## config.mk

```make
export PLATFORM = sky130hd
export DESIGN_NAME = ram_rw_ctrl
export DESIGN_NICKNAME = d
export VERILOG_FILES = /design/src/rtl/ram_rw_ctrl.sv
export SDC_FILE = /design/constraint.sdc
export NUM_CORES = 1
export LEC_CHECK = 0
export ABC_AREA = 1
export BUFFER_PORTS_ARGS = -buffer_cell sky130_fd_sc_hd__buf_2
export CAP_MARGIN = 20
export CORE_ASPECT_RATIO = 0.7
export CORE_MARGIN = 5
export CORE_UTILIZATION = 48
export DETAILED_ROUTE_END_ITERATION = 8
export GPL_ROUTABILITY_DRIVEN = 0
export PLACE_DENSITY = 0.83
export SLEW_MARGIN = 20
export SYNTH_ARGS = -nofsm -noshare
export SYNTH_HDL_FRONTEND = slang
export SYNTH_SLANG_ARGS = --single-unit
```

## constraint.sdc

```tcl
create_clock -name sys_clk -period 2.8 [get_ports sys_clk]
set_clock_uncertainty 0.1 [all_clocks]
set_input_delay 0.28 -clock sys_clk [delete_from_list [all_inputs] [get_ports sys_clk]]
set_output_delay 0.28 -clock sys_clk [all_outputs]
set_load 0.02 [all_outputs]
```

## src/rtl/ram_rw_ctrl.sv

```systemverilog
// Pattern fill / readback controller for the dual-port RAM stage.
// Define RAM_RW_CHECK_EN to build the readback comparator; otherwise err/err_cnt are tied to 0.
module ram_rw_ctrl #(
    parameter int unsigned ADDR_W = 5,
    parameter int unsigned DATA_W = 8,
    parameter int unsigned RD_LAT = 2
) (
    input  logic              sys_clk,
    input  logic              sys_rst,
    input  logic              start,
    output logic              ram_wr_en,
    output logic [ADDR_W-1:0] ram_wr_addr,
    output logic [DATA_W-1:0] ram_wr_data,
    output logic              ram_rd_en,
    output logic [ADDR_W-1:0] ram_rd_addr,
    input  logic [DATA_W-1:0] ram_rd_data,
    output logic              busy,
    output logic              done,
    output logic              err,
    output logic [ADDR_W:0]   err_cnt
);

    localparam int unsigned      DEPTH    = 2 ** ADDR_W;
    localparam logic [ADDR_W-1:0] CntMax   = ADDR_W'(DEPTH - 1);
    localparam logic [ADDR_W-1:0] DrainMax = ADDR_W'(RD_LAT - 1);

    typedef enum logic [2:0] {StIdle, StWrite, StRead, StDrain, StDone} state_e;

    state_e            state_q, state_d;
    logic [ADDR_W-1:0] cnt_q, cnt_d;
    logic [7:0]        seed_q, seed_d;

    logic              wr_en_d, rd_en_d, busy_d, done_d;
    logic [ADDR_W-1:0] wr_addr_d, rd_addr_d;
    logic [DATA_W-1:0] wr_data_d;

    function automatic logic [DATA_W-1:0] pattern(input logic [ADDR_W-1:0] a,
                                                  input logic [7:0] s);
        logic [31:0] sum;
        sum = 32'(a) + 32'(s);
        return DATA_W'(sum);
    endfunction

    always_comb begin
        state_d = state_q;
        cnt_d   = cnt_q;
        seed_d  = seed_q;
        case (state_q)
            StIdle: begin
                if (start) begin
                    state_d = StWrite;
                    cnt_d   = '0;
                end
            end
            StWrite: begin
                if (cnt_q == CntMax) begin
                    state_d = StRead;
                    cnt_d   = '0;
                end else begin
                    cnt_d = cnt_q + ADDR_W'(1);
                end
            end
            StRead: begin
                if (cnt_q == CntMax) begin
                    state_d = StDrain;
                    cnt_d   = '0;
                end else begin
                    cnt_d = cnt_q + ADDR_W'(1);
                end
            end
            StDrain: begin
                if (cnt_q == DrainMax) begin
                    state_d = StDone;
                    cnt_d   = '0;
                end else begin
                    cnt_d = cnt_q + ADDR_W'(1);
                end
            end
            StDone: begin
                state_d = StIdle;
                seed_d  = seed_q + 8'd1;
            end
            default: state_d = StIdle;
        endcase

        // Outputs are registered copies of the decode of the next state.
        wr_en_d   = (state_d == StWrite);
        rd_en_d   = (state_d == StRead);
        wr_addr_d = wr_en_d ? cnt_d : '0;
        wr_data_d = wr_en_d ? pattern(cnt_d, seed_d) : '0;
        rd_addr_d = rd_en_d ? cnt_d : '0;
        busy_d    = (state_d != StIdle);
        done_d    = (state_d == StDone);
    end

    always_ff @(posedge sys_clk) begin
        if (sys_rst) begin
            state_q     <= StIdle;
            cnt_q       <= '0;
            seed_q      <= '0;
            ram_wr_en   <= 1'b0;
            ram_wr_addr <= '0;
            ram_wr_data <= '0;
            ram_rd_en   <= 1'b0;
            ram_rd_addr <= '0;
            busy        <= 1'b0;
            done        <= 1'b0;
        end else begin
            state_q     <= state_d;
            cnt_q       <= cnt_d;
            seed_q      <= seed_d;
            ram_wr_en   <= wr_en_d;
            ram_wr_addr <= wr_addr_d;
            ram_wr_data <= wr_data_d;
            ram_rd_en   <= rd_en_d;
            ram_rd_addr <= rd_addr_d;
            busy        <= busy_d;
            done        <= done_d;
        end
    end

`ifdef RAM_RW_CHECK_EN
    localparam int unsigned LastTap = RD_LAT - 1;

    logic [RD_LAT-1:0]             vld_q;
    logic [RD_LAT-1:0][DATA_W-1:0] exp_q;
    logic                          err_q, err_d;
    logic [ADDR_W:0]               err_cnt_q, err_cnt_d;
    logic                          mismatch;

    assign mismatch = vld_q[LastTap] && (ram_rd_data != exp_q[LastTap]);

    always_comb begin
        err_d     = err_q;
        err_cnt_d = err_cnt_q;
        if (state_q == StIdle && start) begin
            err_d     = 1'b0;
            err_cnt_d = '0;
        end else if (mismatch) begin
            err_d = 1'b1;
            if (err_cnt_q != (ADDR_W + 1)'(DEPTH)) begin
                err_cnt_d = err_cnt_q + (ADDR_W + 1)'(1);
            end
        end
    end

    // Tap 0 is loaded alongside the registered read; data returns RD_LAT cycles later.
    always_ff @(posedge sys_clk) begin
        if (sys_rst) begin
            vld_q     <= '0;
            exp_q     <= '0;
            err_q     <= 1'b0;
            err_cnt_q <= '0;
        end else begin
            vld_q[0] <= ram_rd_en;
            exp_q[0] <= pattern(ram_rd_addr, seed_q);
            for (int i = 1; i < int'(RD_LAT); i++) begin
                vld_q[i] <= vld_q[i-1];
                exp_q[i] <= exp_q[i-1];
            end
            err_q     <= err_d;
            err_cnt_q <= err_cnt_d;
        end
    end

    assign err     = err_q;
    assign err_cnt = err_cnt_q;
`else
    logic unused_rd_data;
    assign unused_rd_data = ^ram_rd_data;
    assign err            = 1'b0;
    assign err_cnt        = '0;
`endif

endmodule

```

After elaboration in Yosys (flattened, before gate mapping). Cells that the tools add are included.

Register bits: 38.

$add $sub $neg: 3. Eq/ne operators: 9. Multiplexer cells: 10. Bitwise logic cells: 2. Reductions and logical operators: 5.

Operators by type and width (count): 5-bit two-way mux (3); 5-bit case mux with 3 select lines (1); 3-bit two-way mux (4); 3-bit case mux with 4 select lines (1); 3-bit by 2-bit equality test with 1-bit output, second input constant (3); 5-bit by 8-bit adder with 8-bit output (1); 8-bit by 1-bit adder with 8-bit output, second input constant (1); 8-bit two-way mux (1); 3-bit by 1-bit equality test with 1-bit output, second input constant (2); 3-bit equality test, second input constant (2); 2-bit OR reduction (3); 5-bit by 1-bit adder with 5-bit output, second input constant (1); 5-bit by 1-bit equality test with 1-bit output, second input constant (1); 5-bit equality test, second input constant (1); 3-bit zero test (1); 3-bit nonzero test (1); 1-bit NOT (2).

Logic depth before layout (Yosys ltp). Gate-level depths: netlist of the first run.

Word-level depth: 6. Mapped depth: 20. Depth with buffers taken out: 20.

Least setup slack after synthesis of the first run. OpenSTA, ideal clock, no wires.

Kind: reg2reg. From: reg cnt_q[0]. To: reg ram_wr_data[6]. Arrival time: 2.622 ns. Path slack: -0.037 ns. Cell stages (with the launch flop): 20. Clock period less this slack: 2.837 ns. Cells stage by stage: dfxtp_1 -> ha_1 -> nand2_1 -> nor2_1 -> ha_1 -> inv_1 -> nand2_1 -> o211ai_1 -> nor2b_1 -> inv_1 -> nand2_1 -> ha_1 -> fa_1 -> nand2_1 -> inv_1 -> o21ai_0 -> nand2_1 -> a21o_1 -> a21oi_1 -> nor2_1.

Elaborated cells on any way between the ends: 15. Classes of those cells: 2 x add/sub; 3 x eq/ne; 8 x mux; 1 x bitwise; 1 x reduce/logical.

RTL lines: start, declared (RTL line 30) `logic [ADDR_W-1:0] cnt_q, cnt_d;`; start signal, assigned (RTL line 110) `cnt_q <= cnt_d;`; 5-bit by 1-bit adder with 5-bit output, or another cell as far along (RTL line 60, 68, 76); 5-bit two-way mux (on tied branches) (RTL line 72, 56, 64); 5-bit case mux with 3 select lines * (RTL line 48) `case (state_q)`; net cnt_d[0] (RTL line 30); 5-bit by 8-bit adder with 8-bit output * (RTL line 40) `sum = 32'(a) + 32'(s);`; end signal, assigned (RTL line 114) `ram_wr_data <= wr_data_d;`; end, declared (RTL line 13) `output logic [DATA_W-1:0] ram_wr_data,`.

The timed path passes the listed nets; every way through them passes the cells marked *. A chain may end at the register's enable or synchronous reset.

Worst setup path in the final report of the first run.
From: reg cnt_q[1]. To: reg ram_wr_data[6].

Elaborated cells on any way between the ends: 15. Classes of those cells: 2 x add/sub; 3 x eq/ne; 8 x mux; 1 x bitwise; 1 x reduce/logical.

RTL lines (RTL line): 5-bit by 1-bit equality test with 1-bit output / 5-bit equality test (equally long branches) (72, 56, 64); 5-bit two-way mux (on tied branches) (72, 56, 64); 5-bit case mux with 3 select lines * (48); net cnt_d[0] (30); 5-bit by 8-bit adder with 8-bit output * (40).

Marked as above.

==> metrics.md, run 1 <==
| Metric | Value |
|---|---|
| Commonest register cell after synthesis | dfxtp_1 |
| Violations in the final reports | setup timing |
| Row count | 18 |
| Startpoint Class | flop |
| Avg Cell Area, Syn | approximately 7.8 um2 |
| Max VDD drop | 0.238 mV |
| Arrival @ worst endpoint | 3030 ps |
| Root Driver | clkbuf_8 |
| Vias/cell | 4.79 |
| Initial DRC count | between 150 and 200 |
| Seq/Total Area, Yosys | 0.427 |
| H-tree Lvls | 2 |
| Die area | approximately 0.005 mm2 |
| Initial antenna violation count | 0 |
| TritonCTS Buffers | 5 |
| Final hold slack | approximately 220 ps |
| Post-Syn Area | between 0.0015 and 0.002 mm2 |
| CP Max Fanout | 3 |
| Fin nets | 307 |
| Design Area, Final | about 0.0023 mm2 |
| Sw Ratio | 0.246 |
| Final worst-path cycle share | 1.05 |
| Power per cell area | ~460 mW/mm2 |
| Final Slew Violations | 0 |
| Data required time at the worst endpoint | 2890 ps |
| Most frequent cells after synthesis | inv_1, dfxtp_1, nand2_1 |
| EDFF count, synth | 0 |
| Int Pwr | roughly 0.0008 W |
| Status | complete, but fails checks |
| Drt pass-1 iters | 4 |
| Post-synthesis async set-or-reset flop share | 0 |
| Clock share of power | 0.365 |
| Clock latency on the worst-skew pair | a little under 300 ps |
| Ratio of cells with drive above 1 in the final layout | 0.321 |
| Maxcap violations | 0 |
| DR WL/cell | 11.8 um |
| Die height | 61.0 um |
| Ports | 40 |
| Gr usage total | 0.168 |
| CTS Hold Bufs | 0 |
| Die X | 82.8 um |
| Crit-path max cell delay | just over 400 ps |
| Placement Cell Area | between 0.002 and 0.0025 mm2 |
| Worst hold path type | input pin to flop |
| Crit path buf inv count | 3 |
| ANT nets after route | 0 |
| Antenna diodes | 0 |
| P_leak | between 1 and 1.5 nW |
| CORE AREA | ~0.0036 mm2 |
| Final Setup Violations | 2 |
| Synthesized flop and latch total | 38 |
| Final hold violations | 0 |
| Routed vias | about 1.6k |
| Crit path time final | 2950 ps |
| WS Path Type | flop to flop |
| Area share of the largest cell type after synthesis | 0.427 |
| Max Fclk | 339 MHz |
| IO buf count | 24 |
| Critical path's slowest cell | fa_2 |
| Reg power frac | 0.529 |
| Starting Density | 0.500 |
| Cells after Synth | approximately 230 |
| Most common cell in the netlist | inv_1 |
| Reg-to-reg slack, setup | -150 ps |
| Grt ovf | 0 |
| Crit path max-delay family | adder cells |
| Final Worst Setup Slack | -147 ps |
| Psw | about 0.00026 W |
| Most frequent CP cell | nand2_2 |
| Setup crit end kind | flop |
| Synth unique cells | 31 |
| P&R area growth vs syn | 28.1% |
| Drt total wl | around 4000 um |
| Critical-path cell list | ha_4 > nand2_2 > nor2_2 > ha_2 > inv_2 > nand2_2 > o211ai_1 > nor2b_1 > inv_1 > nand2_2 > ha_4 > fa_2 > nand2_2 > inv_2 > o21ai_2 > nand2_1 > a21o_1 > a21oi_1 > nor2_1 |
| Vias in the first global route | roughly 1.4k |
| First-pass GRT wire length | between 6000 and 7000 um |
| Cell taking the most area after synthesis | dfxtp_1 |
| RSZ-0062 raised after global routing | true |
| Comb pwr share | 0.106 |
| Clock-pin slew on the worst setup and hold paths | ~70 ps |
| YS warnings | 0 |
| Synth top area cells | dfxtp_1, inv_1, nand2_1 |
| CTS max path bufs | 2 |
| CTS Sinks | 38 |
| DRC | 0 |
| Hpwl dp | roughly 2900 um |
| Pin count of the biggest net entering global routing | 14 |
| TritonCTS clock tree | yes |
==> final cells by class <==
cell class                 count  area [um2]
tap                           50        62.6
clock inverter                 1        5.00
inverter                      46         173
fill                         296        1280
timing repair buffer          53         338
multi-input combinational    142         853
sequential                    38         763
clock buffer                   7        86.3
==> placed cells by master, fill, tap and decap left out, types with 2 or more instances in the layout <==
| cell type | n |
|---|---|
| dfxtp_2 | 2 |
| nand4_1 | 4 |
| nor3_1 | 5 |
| clkbuf_8 | 6 |
| a21o_1 | 2 |
| nand2_2 | 9 |
| nand2_1 | 33 |
| nor2_1 | 20 |
| ha_1 | 6 |
| xor2_1 | 5 |
| ha_4 | 2 |
| conb_1 | 7 |
| o21ai_0 | 5 |
| dfxtp_1 | 36 |
| a21oi_1 | 8 |
| nand3_1 | 14 |
| nor2_2 | 4 |
| buf_4 | 29 |
| nand3_2 | 3 |
| o21ai_1 | 2 |
| inv_2 | 5 |
| o211ai_1 | 2 |
| inv_1 | 41 |
| buf_2 | 24 |
==> metrics by stage <==
step | setup TNS, ps | total power, W | util | std cells | worst slack [ps]
final | -232 | 0.00105 | 0.641 | 337 | -147
after floorplan | 0 | 0.000636 | - | 235 | 4.64
after detailed placement | -258 | 0.000663 | 0.586 | 322 | -146
after global placement | -185 | 0.000661 | 0.586 | 322 | -103
after CTS | 0 | 0.00104 | 0.617 | 331 | 7.92
after global routing | -828 | 0.00109 | 0.641 | 337 | -360
==> power groups by stage <==
stage	sequential [W]	clock, W	combinational [W]
global route	0.000556	0.000414	0.000122
detailed placement	0.000567	0	0.0000965
floorplan	0.000575	0	0.0000607
global placement	0.000566	0	0.0000943
finish	0.000555	0.000383	0.000111
CTS	0.000554	0.000392	0.0000980
==> final timing paths <==
check                            start                         to  cells after the start
hold reg to reg   seed_q[6]$_SDFF_PP0_       seed_q[6]$_SDFF_PP0_                      2
setup / recovery   cnt_q[1]$_SDFF_PP0_  ram_wr_data[6]$_SDFF_PP0_                     19
setup reg to reg   cnt_q[1]$_SDFF_PP0_  ram_wr_data[6]$_SDFF_PP0_                     19
hold / removal                 sys_rst      state_q[0]$_SDFF_PP0_                      2
==> cell families (layout without fill, tap and decap cells) <==
group | Yosys count | in the layout | share of synthesized area
AO/OA/AOI/OAI | 24 | 24 | 0.0815
XOR/XNOR | 5 | 5 | 0.0246
adder cells (fa/ha/maj) | 10 | 10 | 0.0745
buffers and inverters | 55 | 107 | 0.135
flip-flops | 38 | 38 | 0.427
other | 1 | 7 | 0.00211
AND/OR/NAND/NOR | 96 | 96 | 0.255
==> per-layer routing <==
layer  vias to the layer above  global-route usage  wire length [um]
met5                         -                   0                 0
met4                         0              0.0769                57
met2                        60               0.267              1810
li1                        815                   -                 -
met1                       735               0.218              1770
met3                         5              0.0415               347
==> worst register-to-register path: cells and delay by family (launching register included) <==
kind	cells	cell delay (ps)
DFF	1	360
and+or+nand+nor	8	680
AOI/OAI and AO/OA	4	590
buffers and inverters	3	160
adders and majority gates	4	950
==> sequential cells by signal (all words and copies together), names as in the netlist <==
| signal | count |
|---|---|
| done | 1 |
| ram_rd_addr | 5 |
| state_q | 3 |
| ram_rd_en | 1 |
| busy | 1 |
| ram_wr_data | 8 |
| ram_wr_addr | 5 |
| seed_q | 8 |
| cnt_q | 5 |
| ram_wr_en | 1 |
==> what timing repair did <==
item | CTS | global route
pin swaps | 2 | 10
endpoints found under the setup margin | 2 | 5
gates cloned | 0 | 0
buffers inserted | 1 | 6
gates resized for setup | 6 | 10
hold endpoints to repair | 0 | 0
Note: power is estimated with default switching activity, not from simulation.
==> inputs of run 2 (changes only) <==
--- a/config.mk
+++ b/config.mk
@@ -5,15 +5,16 @@
 export SDC_FILE = /design/constraint.sdc
 export NUM_CORES = 1
 export LEC_CHECK = 0
-export ABC_AREA = 1
 export BUFFER_PORTS_ARGS = -buffer_cell sky130_fd_sc_hd__buf_2
 export CAP_MARGIN = 20
 export CORE_ASPECT_RATIO = 0.7
 export CORE_MARGIN = 5
-export CORE_UTILIZATION = 48
+export CORE_UTILIZATION = 50
+export CTS_BUF_LIST = sky130_fd_sc_hd__clkbuf_2 sky130_fd_sc_hd__clkbuf_4 sky130_fd_sc_hd__clkbuf_8
 export DETAILED_ROUTE_END_ITERATION = 8
 export GPL_ROUTABILITY_DRIVEN = 0
-export PLACE_DENSITY = 0.83
+export PLACE_DENSITY = 0.85
+export SKIP_CTS_REPAIR_TIMING = 1
 export SLEW_MARGIN = 20
 export SYNTH_ARGS = -nofsm -noshare
 export SYNTH_HDL_FRONTEND = slang
==> metrics.md, run 2 <==
| Metric | Value |
|---|---|
| Post-synthesis mux area share | 0.0125 (+0.0125) |
| Final Worst Setup Slack | 75.6 ps (+222 ps) |
| FILL cells | 287 (-3.0%) |
| CTS max path bufs | 2 (unchanged) |
| Design Area, Final | 0.00227 mm2 (-0.33%) |
| CORE AREA | 0.00349 mm2 (-1.9%) |
| TritonCTS clock tree | yes |
| Data required time at the worst endpoint | 2880 ps (about the same) |
| Die height | 60.2 um (-1.3%) |
| Clock-pin slew on the worst setup and hold paths | 70 ps (about the same) |
| Initial DRC count | 60 (-62%) |
| DR WL/cell | 13.5 um (+14%) |
| Most frequent CP cell | ha_4 |
| First-pass GRT wire length | 5430 um (-13%) |
| Multi-input logic area | 0.00103 mm2 (+21%) |
| Final hold violations | 0 (unchanged) |
| Synthesized flop and latch total | 38 (unchanged) |
| Most frequent cells in the layout | dfxtp_1, buf_2, buf_4, nor2_1, nor2b_1 |
| Synth Area in Adders | 0.0738 (-0.000726) |
| Arrival @ worst endpoint | 2810 ps (-220 ps) |
| Ratio of cells with drive above 1 in the final layout | 0.429 (+0.109) |
| FF/Latch Area | 769 um2 (+0.82%) |
| Most common cell after layout, fill and taps aside | dfxtp_1 |
| Fin nets | 247 (-20%) |
| Initial antenna violation count | 0 (unchanged) |
| Largest regs | ram_wr_data (8), seed_q (8) |
| Post-Syn Area | 0.00180 mm2 (+0.98%) |
| Area share of the largest cell type after synthesis | 0.423 (-0.00416) |
| EDFF count, synth | 0 (unchanged) |
| Finished Layout Cells | 276 (-18%) |
| Clock latency on the worst-skew pair | 280 ps (about the same) |
| Most frequent cells after synthesis | dfxtp_1, nor2_1, nor2b_1 |
| XOR/XNOR share of the synthesized area | 0.0529 (+0.0283) |
| Vias in the first global route | 1186 (-16%) |
| CTS Sinks | 38 (unchanged) |
| Commonest register cell after synthesis | dfxtp_1 |
| Gr usage total | 0.151 (-0.0174) |
| Critical path's slowest cell | dfxtp_4 |
| Maxcap violations | 0 (unchanged) |
| Worst hold path type | input pin to flop |
| P_leak | 1.01 nW (-20%) |
| Power per cell area | 433 mW/mm2 (-5.9%) |
| Status | finished clean |
| H-tree Lvls | 2 (unchanged) |
| Cells after Synth | 181 (-21%) |
| Setup crit end kind | flop |
| Die X | 81.7 um (-1.4%) |
| ANT nets after route | 0 (unchanged) |
| Pin count of the biggest net entering global routing | 16 (+2) |
| Post-Synth Simple-Gate Area | 0.246 (-0.00875) |
| Hpwl dp | 2530 um (-12%) |
| Largest family of logic cells by synthesized area | simple AND/OR/NAND/NOR gates |
| Crit path buf inv count | 1 (-2) |
| Avg Cell Area, Syn | 9.93 um2 (+28%) |
| Startpoint Class | flop |
| Synth top area cells | dfxtp_1, ha_1, nor2b_1 |
| TritonCTS Buffers | 5 (unchanged) |
| Antenna diodes | 0 (unchanged) |
| Crit path time final | 2720 ps (-222 ps) |
| DRC | 0 (unchanged) |
| WS Path Type | flop to flop |
| Final Setup Violations | 0 (-2) |
| Crit path max-delay family | compound AO/OA/AOI/OAI gates |
| Final worst-path cycle share | 0.973 (-0.0794) |
| Cell taking the most area after synthesis | dfxtp_1 |
| YS warnings | 0 (unchanged) |
| Synth unique cells | 47 (+52%) |
| Most common cell in the netlist | dfxtp_1 |
| Fraction of the mapped netlist area in compound gates | 0.107 (+0.0256) |
| Setup WS pre-CTS | -68.3 ps (+77.5 ps) |
| RSZ-0062 raised after global routing | true |
| Critical-path cell list | ha_4 > and3_4 > ha_4 > o22a_4 > or2_4 > o21ai_4 > ha_4 > buf_4 > a211oi_2 > o21bai_1 > a21oi_2 > or3_1 > a21o_1 |
| Root Driver | clkbuf_8 |
| IO buf count | 24 (unchanged) |
| Grt ovf | 0 (unchanged) |
| Drt pass-1 iters | 4 (unchanged) |
| Max VDD drop | 0.229 mV (-3.8%) |
| Final hold slack | 257 ps (+37.3 ps) |
| Starting Density | 0.515 (+0.0147) |
| Row count | 18 (unchanged) |
| Dpl cells | 264 (-18%) |
| P&R area growth vs syn | 26.4% |
| Placement Cell Area | 0.00203 mm2 (-2.8%) |
| Final Slew Violations | 0 (unchanged) |
| Routed vias | 1362 (-16%) |
| Crit-path max cell delay | 360 ps (-50 ps) |
| Max Fclk | 367 MHz (+8.2%) |
| Drt total wl | 3730 um (-6.3%) |
| Die area | 0.00491 mm2 (-2.6%) |
| Vias/cell | 4.93 (+3.0%) |
| CP Max Fanout | 4 (+1) |
| Post-synthesis async set-or-reset flop share | 0 (unchanged) |
| Ports | 40 (unchanged) |
| Seq/Total Area, Yosys | 0.423 (-0.00416) |
==> run 2: layout make-up <==
type	count	share of cell area
multi-input cells	127	0.455
inverters	8	0.0187
clock buffers	5	0.0303
repair buffers	46	0.125
clock inverters	2	0.00440
well taps	50	0.0275
flip-flops and latches	38	0.338
==> run 2: logic make-up (layout without fill, tap and decap cells) <==
logic type,Yosys count,after routing
and+or+nand+nor,71,71
xor gates and xnor gates,10,10
AOI/OAI and AO/OA,27,27
adders and majority gates,10,10
other,1,7
DFF,38,38
buffers and inverters,22,61
muxes,2,2
==> run 2: metal layers <==
layer / global-route usage / part of all wire / vias up
li1: - / - / 689
met1: 0.213 / 0.47 / 635
met2: 0.211 / 0.46 / 32
met3: 0.0452 / 0.052 / 6
met4: 0.0640 / 0.018 / 0
met5: 0 / 0 / -
==> run 2: per-stage QoR <==
stage                      util  TNS (ps)  total power [W]
final                     0.651         0         0.000984
after global routing      0.651     -89.1          0.00103
after CTS                 0.604      -250         0.000982
after detailed placement  0.581      -148         0.000639
after global placement    0.581     -10.9         0.000637
after floorplan               -         0         0.000625
==> run 2: report_power, final <==
| group | switching [W] | total [W] | internal [W] |
|---|---|---|---|
| registers | 0.00000534 | 0.000552 | 0.000546 |
| logic | 0.0000535 | 0.0000902 | 0.0000367 |
| clock network | 0.000175 | 0.000342 | 0.000167 |
==> run 2: path summary, 6_finish.rpt <==
check / from / endpoint / slack [ps] / cells after the start
max reg2reg: cnt_q[0]$_SDFF_PP0_ / ram_wr_data[7]$_SDFF_PP0_ / 80 / 13
max: cnt_q[0]$_SDFF_PP0_ / ram_wr_data[7]$_SDFF_PP0_ / 80 / 13
min: sys_rst / seed_q[0]$_SDFF_PP0_ / 260 / 2
min reg2reg: seed_q[7]$_SDFF_PP0_ / seed_q[7]$_SDFF_PP0_ / 470 / 2
